<file path="config.mk">
export PLATFORM = sky130hd
export DESIGN_NAME = id_stage_s_flat
export DESIGN_NICKNAME = d
export VERILOG_FILES = /design/src/rtl/cpu_pkg_s.sv /design/src/rtl/id_stage_s_if.sv /design/src/rtl/regfile_s.sv /design/src/rtl/id_stage_s.sv /design/src/flat_wrapper.sv
export SDC_FILE = /design/constraint.sdc
export NUM_CORES = 2
export LEC_CHECK = 0
export CAP_MARGIN = 10
export CORE_ASPECT_RATIO = 1.25
export CORE_MARGIN = 2
export CORE_UTILIZATION = 55
export DETAILED_ROUTE_END_ITERATION = 12
export HOLD_SLACK_MARGIN = 0.08
export PLACE_DENSITY = 0.77
export SYNTH_ARGS = -nofsm -noshare
export SYNTH_HDL_FRONTEND = slang
export SYNTH_SLANG_ARGS = --single-unit
</file>
<file path="constraint.sdc">
create_clock -name clk -period 1.6 [get_ports clk]
set_input_delay 0.32 -clock clk [delete_from_list [all_inputs] [get_ports clk]]
set_output_delay 0.32 -clock clk [all_outputs]
set_load 0.01 [all_outputs]
</file>
<file path="src/rtl/cpu_pkg_s.sv">
// Shared decode definitions for the ID stage: RV32I opcode constants,
// immediate-format enum, the ID/EX bundle struct and an immediate generator.
package cpu_pkg_s;

    localparam logic [6:0] OP_LUI    = 7'b0110111;
    localparam logic [6:0] OP_AUIPC  = 7'b0010111;
    localparam logic [6:0] OP_JAL    = 7'b1101111;
    localparam logic [6:0] OP_JALR   = 7'b1100111;
    localparam logic [6:0] OP_BRANCH = 7'b1100011;
    localparam logic [6:0] OP_LOAD   = 7'b0000011;
    localparam logic [6:0] OP_STORE  = 7'b0100011;
    localparam logic [6:0] OP_IMM    = 7'b0010011;
    localparam logic [6:0] OP_REG    = 7'b0110011;

    localparam logic [2:0] F3_BEQ = 3'b000;
    localparam logic [2:0] F3_BNE = 3'b001;

    typedef enum logic [2:0] {
        IMM_NONE,
        IMM_I,
        IMM_S,
        IMM_B,
        IMM_U,
        IMM_J
    } imm_fmt_e;

    // ID/EX pipeline bundle; an all-zero value is a bubble.
    typedef struct packed {
        logic        valid;
        logic [31:0] pc;
        logic [31:0] rs1_data;
        logic [31:0] rs2_data;
        logic [31:0] imm;
        logic [4:0]  rd;
        logic [2:0]  funct3;
        logic        funct7b5;
        logic [6:0]  opcode;
        logic        mem_read;
        logic        mem_write;
        logic        reg_write;
    } id_ex_t;

    // Sign-extended immediate for the given instruction format.
    function automatic logic [31:0] imm_gen(input logic [31:0] instr, input imm_fmt_e fmt);
        logic [31:0] imm;
        imm = '0;
        case (fmt)
            IMM_I:   imm = {{20{instr[31]}}, instr[31:20]};
            IMM_S:   imm = {{20{instr[31]}}, instr[31:25], instr[11:7]};
            IMM_B:   imm = {{19{instr[31]}}, instr[31], instr[7], instr[30:25], instr[11:8], 1'b0};
            IMM_U:   imm = {instr[31:12], 12'b0};
            IMM_J:   imm = {{11{instr[31]}}, instr[31], instr[19:12], instr[20], instr[30:21], 1'b0};
            default: imm = '0;
        endcase
        return imm;
    endfunction

endpackage

</file>
<file path="src/rtl/id_stage_s_if.sv">
// Fetch <-> decode handshake: fetched instruction in, stall/redirect back out.
interface id_stage_s_if;
    logic        if_is_valid;
    logic [31:0] if_pc;
    logic [31:0] if_instr;
    logic        is_stall;
    logic        is_flush;
    logic [31:0] branch_target;

    modport master (
        output if_is_valid, if_pc, if_instr,
        input  is_stall, is_flush, branch_target
    );

    modport slave (
        input  if_is_valid, if_pc, if_instr,
        output is_stall, is_flush, branch_target
    );
endinterface

</file>
<file path="src/rtl/regfile_s.sv">
// 32x32 register file: two asynchronous read ports with write-first bypass,
// one write port, x0 hard-wired to zero, asynchronous active-low clear.
module regfile_s (
    input  logic        clk,
    input  logic        rst_n,
    input  logic [4:0]  raddr1_i,
    input  logic [4:0]  raddr2_i,
    output logic [31:0] rdata1_o,
    output logic [31:0] rdata2_o,
    input  logic        we_i,
    input  logic [4:0]  waddr_i,
    input  logic [31:0] wdata_i
);

    logic [31:0] regs_q [32];

    genvar gi;
    generate
        for (gi = 0; gi < 32; gi++) begin : g_reg
            // One register per entry; entry 0 is never written.
            always_ff @(posedge clk or negedge rst_n) begin
                if (!rst_n) begin
                    regs_q[gi] <= '0;
                end else if (we_i && (gi != 0) && (waddr_i == 5'(gi))) begin
                    regs_q[gi] <= wdata_i;
                end
            end
        end
    endgenerate

    // Read port 1: x0 is zero, a same-cycle write to the same register wins.
    always_comb begin
        rdata1_o = regs_q[raddr1_i];
        if (raddr1_i == 5'd0) begin
            rdata1_o = '0;
        end else if (we_i && (waddr_i == raddr1_i)) begin
            rdata1_o = wdata_i;
        end
    end

    // Read port 2: same rules as port 1.
    always_comb begin
        rdata2_o = regs_q[raddr2_i];
        if (raddr2_i == 5'd0) begin
            rdata2_o = '0;
        end else if (we_i && (waddr_i == raddr2_i)) begin
            rdata2_o = wdata_i;
        end
    end

endmodule

</file>
<file path="src/rtl/id_stage_s.sv">
// RV32I decode stage: decodes the fetched word, reads the register file,
// detects load-use hazards and registers the ID/EX bundle.
// Optional macro BRANCH_IN_ID_EN resolves JAL/BEQ/BNE here and redirects fetch.
module id_stage_s
    import cpu_pkg_s::*;
(
    input  logic         clk,
    input  logic         reset,
    id_stage_s_if.slave  fe,
    input  logic         wb_we,
    input  logic [4:0]   wb_rd,
    input  logic [31:0]  wb_data,
    output logic         id_is_valid,
    output logic [31:0]  id_pc,
    output logic [31:0]  id_rs1_data,
    output logic [31:0]  id_rs2_data,
    output logic [31:0]  id_imm,
    output logic [4:0]   id_rd,
    output logic [2:0]   id_funct3,
    output logic         id_funct7b5,
    output logic [6:0]   id_opcode,
    output logic         id_mem_read,
    output logic         id_mem_write,
    output logic         id_reg_write
);

    id_ex_t      id_ex_q;
    id_ex_t      id_ex_d;
    logic        flush_q;
    logic        live;
    logic        is_stall;

    logic [6:0]  opcode;
    logic [4:0]  rd;
    logic [4:0]  rs1;
    logic [4:0]  rs2;
    logic [2:0]  funct3;
    logic [31:0] imm;
    logic [31:0] rs1_data;
    logic [31:0] rs2_data;

    logic        known;
    logic        uses_rs1;
    logic        uses_rs2;
    logic        dec_mem_read;
    logic        dec_mem_write;
    logic        dec_reg_write;
    imm_fmt_e    fmt;

    assign opcode = fe.if_instr[6:0];
    assign rd     = fe.if_instr[11:7];
    assign funct3 = fe.if_instr[14:12];
    assign rs1    = fe.if_instr[19:15];
    assign rs2    = fe.if_instr[24:20];

    // Opcode decode: unknown opcodes leave every control at 0 (bubble).
    always_comb begin
        known         = 1'b0;
        uses_rs1      = 1'b0;
        uses_rs2      = 1'b0;
        dec_mem_read  = 1'b0;
        dec_mem_write = 1'b0;
        dec_reg_write = 1'b0;
        fmt           = IMM_NONE;
        case (opcode)
            OP_LUI, OP_AUIPC: begin
                known = 1'b1; dec_reg_write = 1'b1; fmt = IMM_U;
            end
            OP_JAL: begin
                known = 1'b1; dec_reg_write = 1'b1; fmt = IMM_J;
            end
            OP_JALR, OP_IMM: begin
                known = 1'b1; uses_rs1 = 1'b1; dec_reg_write = 1'b1; fmt = IMM_I;
            end
            OP_LOAD: begin
                known = 1'b1; uses_rs1 = 1'b1; dec_mem_read = 1'b1;
                dec_reg_write = 1'b1; fmt = IMM_I;
            end
            OP_STORE: begin
                known = 1'b1; uses_rs1 = 1'b1; uses_rs2 = 1'b1;
                dec_mem_write = 1'b1; fmt = IMM_S;
            end
            OP_BRANCH: begin
                known = 1'b1; uses_rs1 = 1'b1; uses_rs2 = 1'b1; fmt = IMM_B;
            end
            OP_REG: begin
                known = 1'b1; uses_rs1 = 1'b1; uses_rs2 = 1'b1; dec_reg_write = 1'b1;
            end
            default: begin
                known = 1'b0;
            end
        endcase
    end

    assign imm = imm_gen(fe.if_instr, fmt);

    regfile_s u_regfile (
        .clk      (clk),
        .rst_n    (reset),
        .raddr1_i (rs1),
        .raddr2_i (rs2),
        .rdata1_o (rs1_data),
        .rdata2_o (rs2_data),
        .we_i     (wb_we),
        .waddr_i  (wb_rd),
        .wdata_i  (wb_data)
    );

    // Instructions arriving one cycle after a redirect are wrong-path.
    assign live = fe.if_is_valid & ~flush_q;

    // Load-use hazard against the load currently sitting in ID/EX.
    always_comb begin
        is_stall = 1'b0;
        if (live && id_ex_q.valid && id_ex_q.mem_read && (id_ex_q.rd != 5'd0)) begin
            if ((uses_rs1 && (rs1 == id_ex_q.rd)) || (uses_rs2 && (rs2 == id_ex_q.rd))) begin
                is_stall = 1'b1;
            end
        end
    end

    assign fe.is_stall = is_stall;

`ifdef BRANCH_IN_ID_EN
    logic br_taken;
    logic flush_d;

    // Early branch resolution on bypassed operands; stall suppresses it.
    always_comb begin
        br_taken = 1'b0;
        if (opcode == OP_JAL) begin
            br_taken = 1'b1;
        end else if (opcode == OP_BRANCH) begin
            if (funct3 == F3_BEQ) begin
                br_taken = (rs1_data == rs2_data);
            end else if (funct3 == F3_BNE) begin
                br_taken = (rs1_data != rs2_data);
            end
        end
    end

    assign flush_d          = live & ~is_stall & br_taken;
    assign fe.is_flush      = flush_d;
    assign fe.branch_target = fe.if_pc + imm;

    // Remember a redirect for exactly one cycle to squash the wrong-path fetch.
    always_ff @(posedge clk or negedge reset) begin
        if (!reset) begin
            flush_q <= 1'b0;
        end else begin
            flush_q <= flush_d;
        end
    end
`else
    assign fe.is_flush      = 1'b0;
    assign fe.branch_target = '0;
    assign flush_q          = 1'b0;
`endif

    // Next ID/EX contents: the decoded instruction, or an all-zero bubble.
    always_comb begin
        id_ex_d = '0;
        if (live && !is_stall && known) begin
            id_ex_d.valid     = 1'b1;
            id_ex_d.pc        = fe.if_pc;
            id_ex_d.rs1_data  = rs1_data;
            id_ex_d.rs2_data  = rs2_data;
            id_ex_d.imm       = imm;
            id_ex_d.rd        = rd;
            id_ex_d.funct3    = funct3;
            id_ex_d.funct7b5  = fe.if_instr[30];
            id_ex_d.opcode    = opcode;
            id_ex_d.mem_read  = dec_mem_read;
            id_ex_d.mem_write = dec_mem_write;
            id_ex_d.reg_write = dec_reg_write;
        end
    end

    // ID/EX pipeline register.
    always_ff @(posedge clk or negedge reset) begin
        if (!reset) begin
            id_ex_q <= '0;
        end else begin
            id_ex_q <= id_ex_d;
        end
    end

    assign id_is_valid  = id_ex_q.valid;
    assign id_pc        = id_ex_q.pc;
    assign id_rs1_data  = id_ex_q.rs1_data;
    assign id_rs2_data  = id_ex_q.rs2_data;
    assign id_imm       = id_ex_q.imm;
    assign id_rd        = id_ex_q.rd;
    assign id_funct3    = id_ex_q.funct3;
    assign id_funct7b5  = id_ex_q.funct7b5;
    assign id_opcode    = id_ex_q.opcode;
    assign id_mem_read  = id_ex_q.mem_read;
    assign id_mem_write = id_ex_q.mem_write;
    assign id_reg_write = id_ex_q.reg_write;

endmodule

</file>
<file path="src/flat_wrapper.sv">
// flat-port wrapper written by rule: the top's interface ports become plain ports
module id_stage_s_flat import cpu_pkg_s::*;
  (clk, reset, wb_we, wb_rd, wb_data, id_is_valid, id_pc, id_rs1_data, id_rs2_data, id_imm, id_rd, id_funct3, id_funct7b5, id_opcode, id_mem_read, id_mem_write, id_reg_write, fe_if_is_valid, fe_if_pc, fe_if_instr, fe_is_stall, fe_is_flush, fe_branch_target);
  id_stage_s_if fe_i ();
  input  logic clk;
  input  logic reset;
  input  logic wb_we;
  input  logic [4:0] wb_rd;
  input  logic [31:0] wb_data;
  output logic id_is_valid;
  output logic [31:0] id_pc;
  output logic [31:0] id_rs1_data;
  output logic [31:0] id_rs2_data;
  output logic [31:0] id_imm;
  output logic [4:0] id_rd;
  output logic [2:0] id_funct3;
  output logic id_funct7b5;
  output logic [6:0] id_opcode;
  output logic id_mem_read;
  output logic id_mem_write;
  output logic id_reg_write;
  input wire logic [$bits(fe_i.if_is_valid)-1:0] fe_if_is_valid;
  input wire logic [$bits(fe_i.if_pc)-1:0] fe_if_pc;
  input wire logic [$bits(fe_i.if_instr)-1:0] fe_if_instr;
  output wire logic [$bits(fe_i.is_stall)-1:0] fe_is_stall;
  output wire logic [$bits(fe_i.is_flush)-1:0] fe_is_flush;
  output wire logic [$bits(fe_i.branch_target)-1:0] fe_branch_target;
  assign fe_i.if_is_valid = fe_if_is_valid;
  assign fe_i.if_pc = fe_if_pc;
  assign fe_i.if_instr = fe_if_instr;
  assign fe_is_stall = fe_i.is_stall;
  assign fe_is_flush = fe_i.is_flush;
  assign fe_branch_target = fe_i.branch_target;
  id_stage_s u_core (.clk(clk), .reset(reset), .fe(fe_i), .wb_we(wb_we), .wb_rd(wb_rd), .wb_data(wb_data), .id_is_valid(id_is_valid), .id_pc(id_pc), .id_rs1_data(id_rs1_data), .id_rs2_data(id_rs2_data), .id_imm(id_imm), .id_rd(id_rd), .id_funct3(id_funct3), .id_funct7b5(id_funct7b5), .id_opcode(id_opcode), .id_mem_read(id_mem_read), .id_mem_write(id_mem_write), .id_reg_write(id_reg_write));
endmodule
</file>
==> metrics.txt <==
status=complete, but fails checks; failing checks=setup timing; mean post-synth cell area=14.5 um2; unrepaired setup endpoints after global routing=true; Slew @ Worst Pin=1.16 ns; Die ar.=0.110 mm2; top cell type's share of synthesized area=48.2%; row count=134; Initial Util=55.4%; IO buf count=253; DPL Wire Length=132,000 um; Max Transition Viols Final=0; Global Route Usage Sum=37.1%; Max Root-Sink Buffers=3; Hold Fails Final Rpt=0; DRT Wirelength=205,000 um; largest net degree at the start of global routing=109; Layout area overhead=27.2%; Max-cap violations=0; crit end category=flop; Post-DP Area=around 0.070 mm2; CTS tree=done; critical path class=flop to flop; Skew-Pair Late Insertion Delay=just under 0.8 ns; worst vdd ir=962 uV; most frequent cells in the layout=dfrtp_1 (1,117), mux2_2 (997), buf_4 (631); Chip Width=297 um; Async SR Flop Fraction=100%; fmax=413 MHz; Final period util=151%; commonest non-fill, non-tap cell in the layout=dfrtp_1; Seq/Total Area, Yosys=around half; Power Density=between 1000 and 1500 mW/mm2; Final Skew=0.0305 ns; Slew HR=roughly 22%; Starting DRT DRC Count=5,442; post-route ant nets=0; CTS sink count=1,140; layout cells sized above 1=58.6%; Post-synth EDFFs=0; GP Congestion=0.925; top cells by area, synth=dfrtp_1 (48%), mux2_2 (20%), mux4_2 (17%); post-synth top area cell=dfrtp_1; WL/cell=32.1 um; crit-path max FO=6; synth warn=32; Hold Path Class=primary input to flop; Yosys cell types=68; global-route wire length before repair=between 300,000 and 400,000 um; number of global-route vias before repair=45,700; cells after synthesis=4,077; DRC errors left=0; cell area after layout=0.0752 mm2; Setup Viol. Count Final=217; WP data arrival=3.06 ns; CTS Buf Count=112; Worst-path clk slew=0.07 ns; Tmin final=2.42 ns; Worst EP required=approximately 2.3 ns; vias per cell=between 6 and 7; I/O Pins=~290; # H-tree levels=3; fin worst setup slack=-0.819 ns; initial antenna violation count=4; clk root buf=clkbuf_16; core area=0.107 mm2; Die H=371 um; crit start category=flop; Post-layout nets=4,983; Top FF cell, synth=dfrtp_1; Overflow after GRT=0; worst hold slack=0.129 ns; vias post-DR=43,900; 1st-pass router iterations=9; cell area after synthesis=between 0.05 and 0.06 mm2; LEAKAGE=33.8 nW; synthesized flop and latch total=1,140
Yosys cell counts, drive strengths merged, types with 3 or more instances:
cell type  number
a21oi          65
a221o          18
a2111o          4
mux2i          56
nor3           70
nor4            4
inv             5
nand2         128
nand2b         13
mux4          458
o211a           9
a311oi          5
nand4           4
o211ai         11
clkbuf        194
nand3b          3
nor3b           4
mux2         1073
a211oi         29
a22o            5
a2111oi         4
o21ai          44
xnor2          10
and3           61
and2            7
a22oi          60
o2111ai         5
a31oi           3
xor2           10
a211o           3
nor2b          54
o22ai          50
dfrtp        1140
a221oi         42
nand3          28
or2             3
nor2          104
a32oi           5
buf           269
timing repair:
item,CTS,global route
gates cloned,11,3
endpoints found under the hold margin,1103,0
buffers inserted,20,8
hold buffers,6,0
pin swaps,13,11
resized for setup,758,61
endpoints found under the setup margin,407,376
area by class of cell:
class / count / area (um2)
fillers: 6754 / 31600
multi-input cells: 2502 / 29500
flip-flops and latches: 1140 / 28600
well taps: 1428 / 1790
clock inverters: 51 / 674
inverters: 5 / 18.8
diodes: 3 / 7.51
repair buffers: 1117 / 11500
clock buffers: 158 / 3260
path summary, 6_finish.rpt:
check,from,to,slack (ns),cells past startpoint
worst max-delay path,u_core.id_rd[1],u_core.id_rs1_data[23],-0.82,13
worst min-delay path,fe_if_pc[23],u_core.id_pc[23],0.13,2
worst max register to register,u_core.id_rd[1],u_core.id_rs1_data[23],-0.82,13
worst min register to register,u_core.u_regfile.regs_q[99],u_core.u_regfile.regs_q[99],0.52,1
max in group asynchronous,reset,u_core.u_regfile.regs_q[290],0.60,3
min in group asynchronous,reset,u_core.u_regfile.regs_q[351],0.35,3
worst max-delay path, cell delays in order (launching register included):
cell	delay [ns]
dfrtp_2	0.45
xnor2_1	0.24
nand3_1	0.15
nor3_4	0.21
o211ai_4	0.12
buf_4	0.15
buf_6	0.10
buf_6	0.12
buf_12	0.13
nand3_4	0.12
buf_6	0.15
buf_16	0.16
a211oi_1	0.06
buf_4	0.15
layer usage:
| metal | global-route usage (%) | vias to the layer above | wire length (um) |
|---|---|---|---|
| met4 | 23.7 | 2 | 15400 |
| met3 | 10.5 | 822 | 23400 |
| li1 | - | 17100 | - |
| met5 | 0 | - | 14 |
| met1 | 46.0 | 22900 | 71800 |
| met2 | 57.6 | 3104 | 94700 |
state kept, by name, indices dropped and copies added (netlist names), 3 cells and up:
register and cells:
u_core.id_imm 32, u_core.id_rs1_data 32, u_core.u_regfile.regs_q 992, u_core.id_opcode 7, u_core.id_funct3 3, u_core.id_rd 5, u_core.id_rs2_data 32, u_core.id_pc 32
per-stage QoR:
stage / setup WS [ns] / power (mW) / setup TNS, ns / cells / utilization (%)
CTS: -0.789 / 85.1 / -76.82 / 6394 / 70.0
global placement: -1.10 / 55.8 / -794.28 / 6150 / 65.9
finish: -0.819 / 85.5 / -95.99 / 6404 / 70.5
floorplan: -0.425 / 49.1 / -40.36 / 4109 / -
global route: -0.828 / 88.4 / -98.93 / 6403 / 70.5
detailed placement: -1.10 / 56.9 / -804.28 / 6150 / 65.9
where the power goes:
group / leakage [nW] / switching [mW] / total (mW) / internal (mW)
Combinational: 17.1 / 7.59 / 19.8 / 12.2
Clock: 1.93 / 12.1 / 28.3 / 16.2
Sequential: 14.7 / 3.65 / 37.4 / 33.8
Total: 33.8 / 23.4 / 85.5 / 62.2
cell families (layout without fill, tap and decap cells):
| family | after synthesis | count (layout) | share of synthesized area (%) |
|---|---|---|---|
| xor gates and xnor gates | 20 | 20 | 0.296 |
| AOI/OAI and AO/OA | 374 | 374 | 4.53 |
| muxes | 1587 | 1587 | 38.8 |
| and+or+nand+nor | 487 | 488 | 4.00 |
| other | 1 | 36 | 0.00634 |
| DFF | 1140 | 1140 | 48.2 |
| buffers and inverters | 468 | 1331 | 4.17 |
Note: power is estimated with default switching activity, not from simulation.
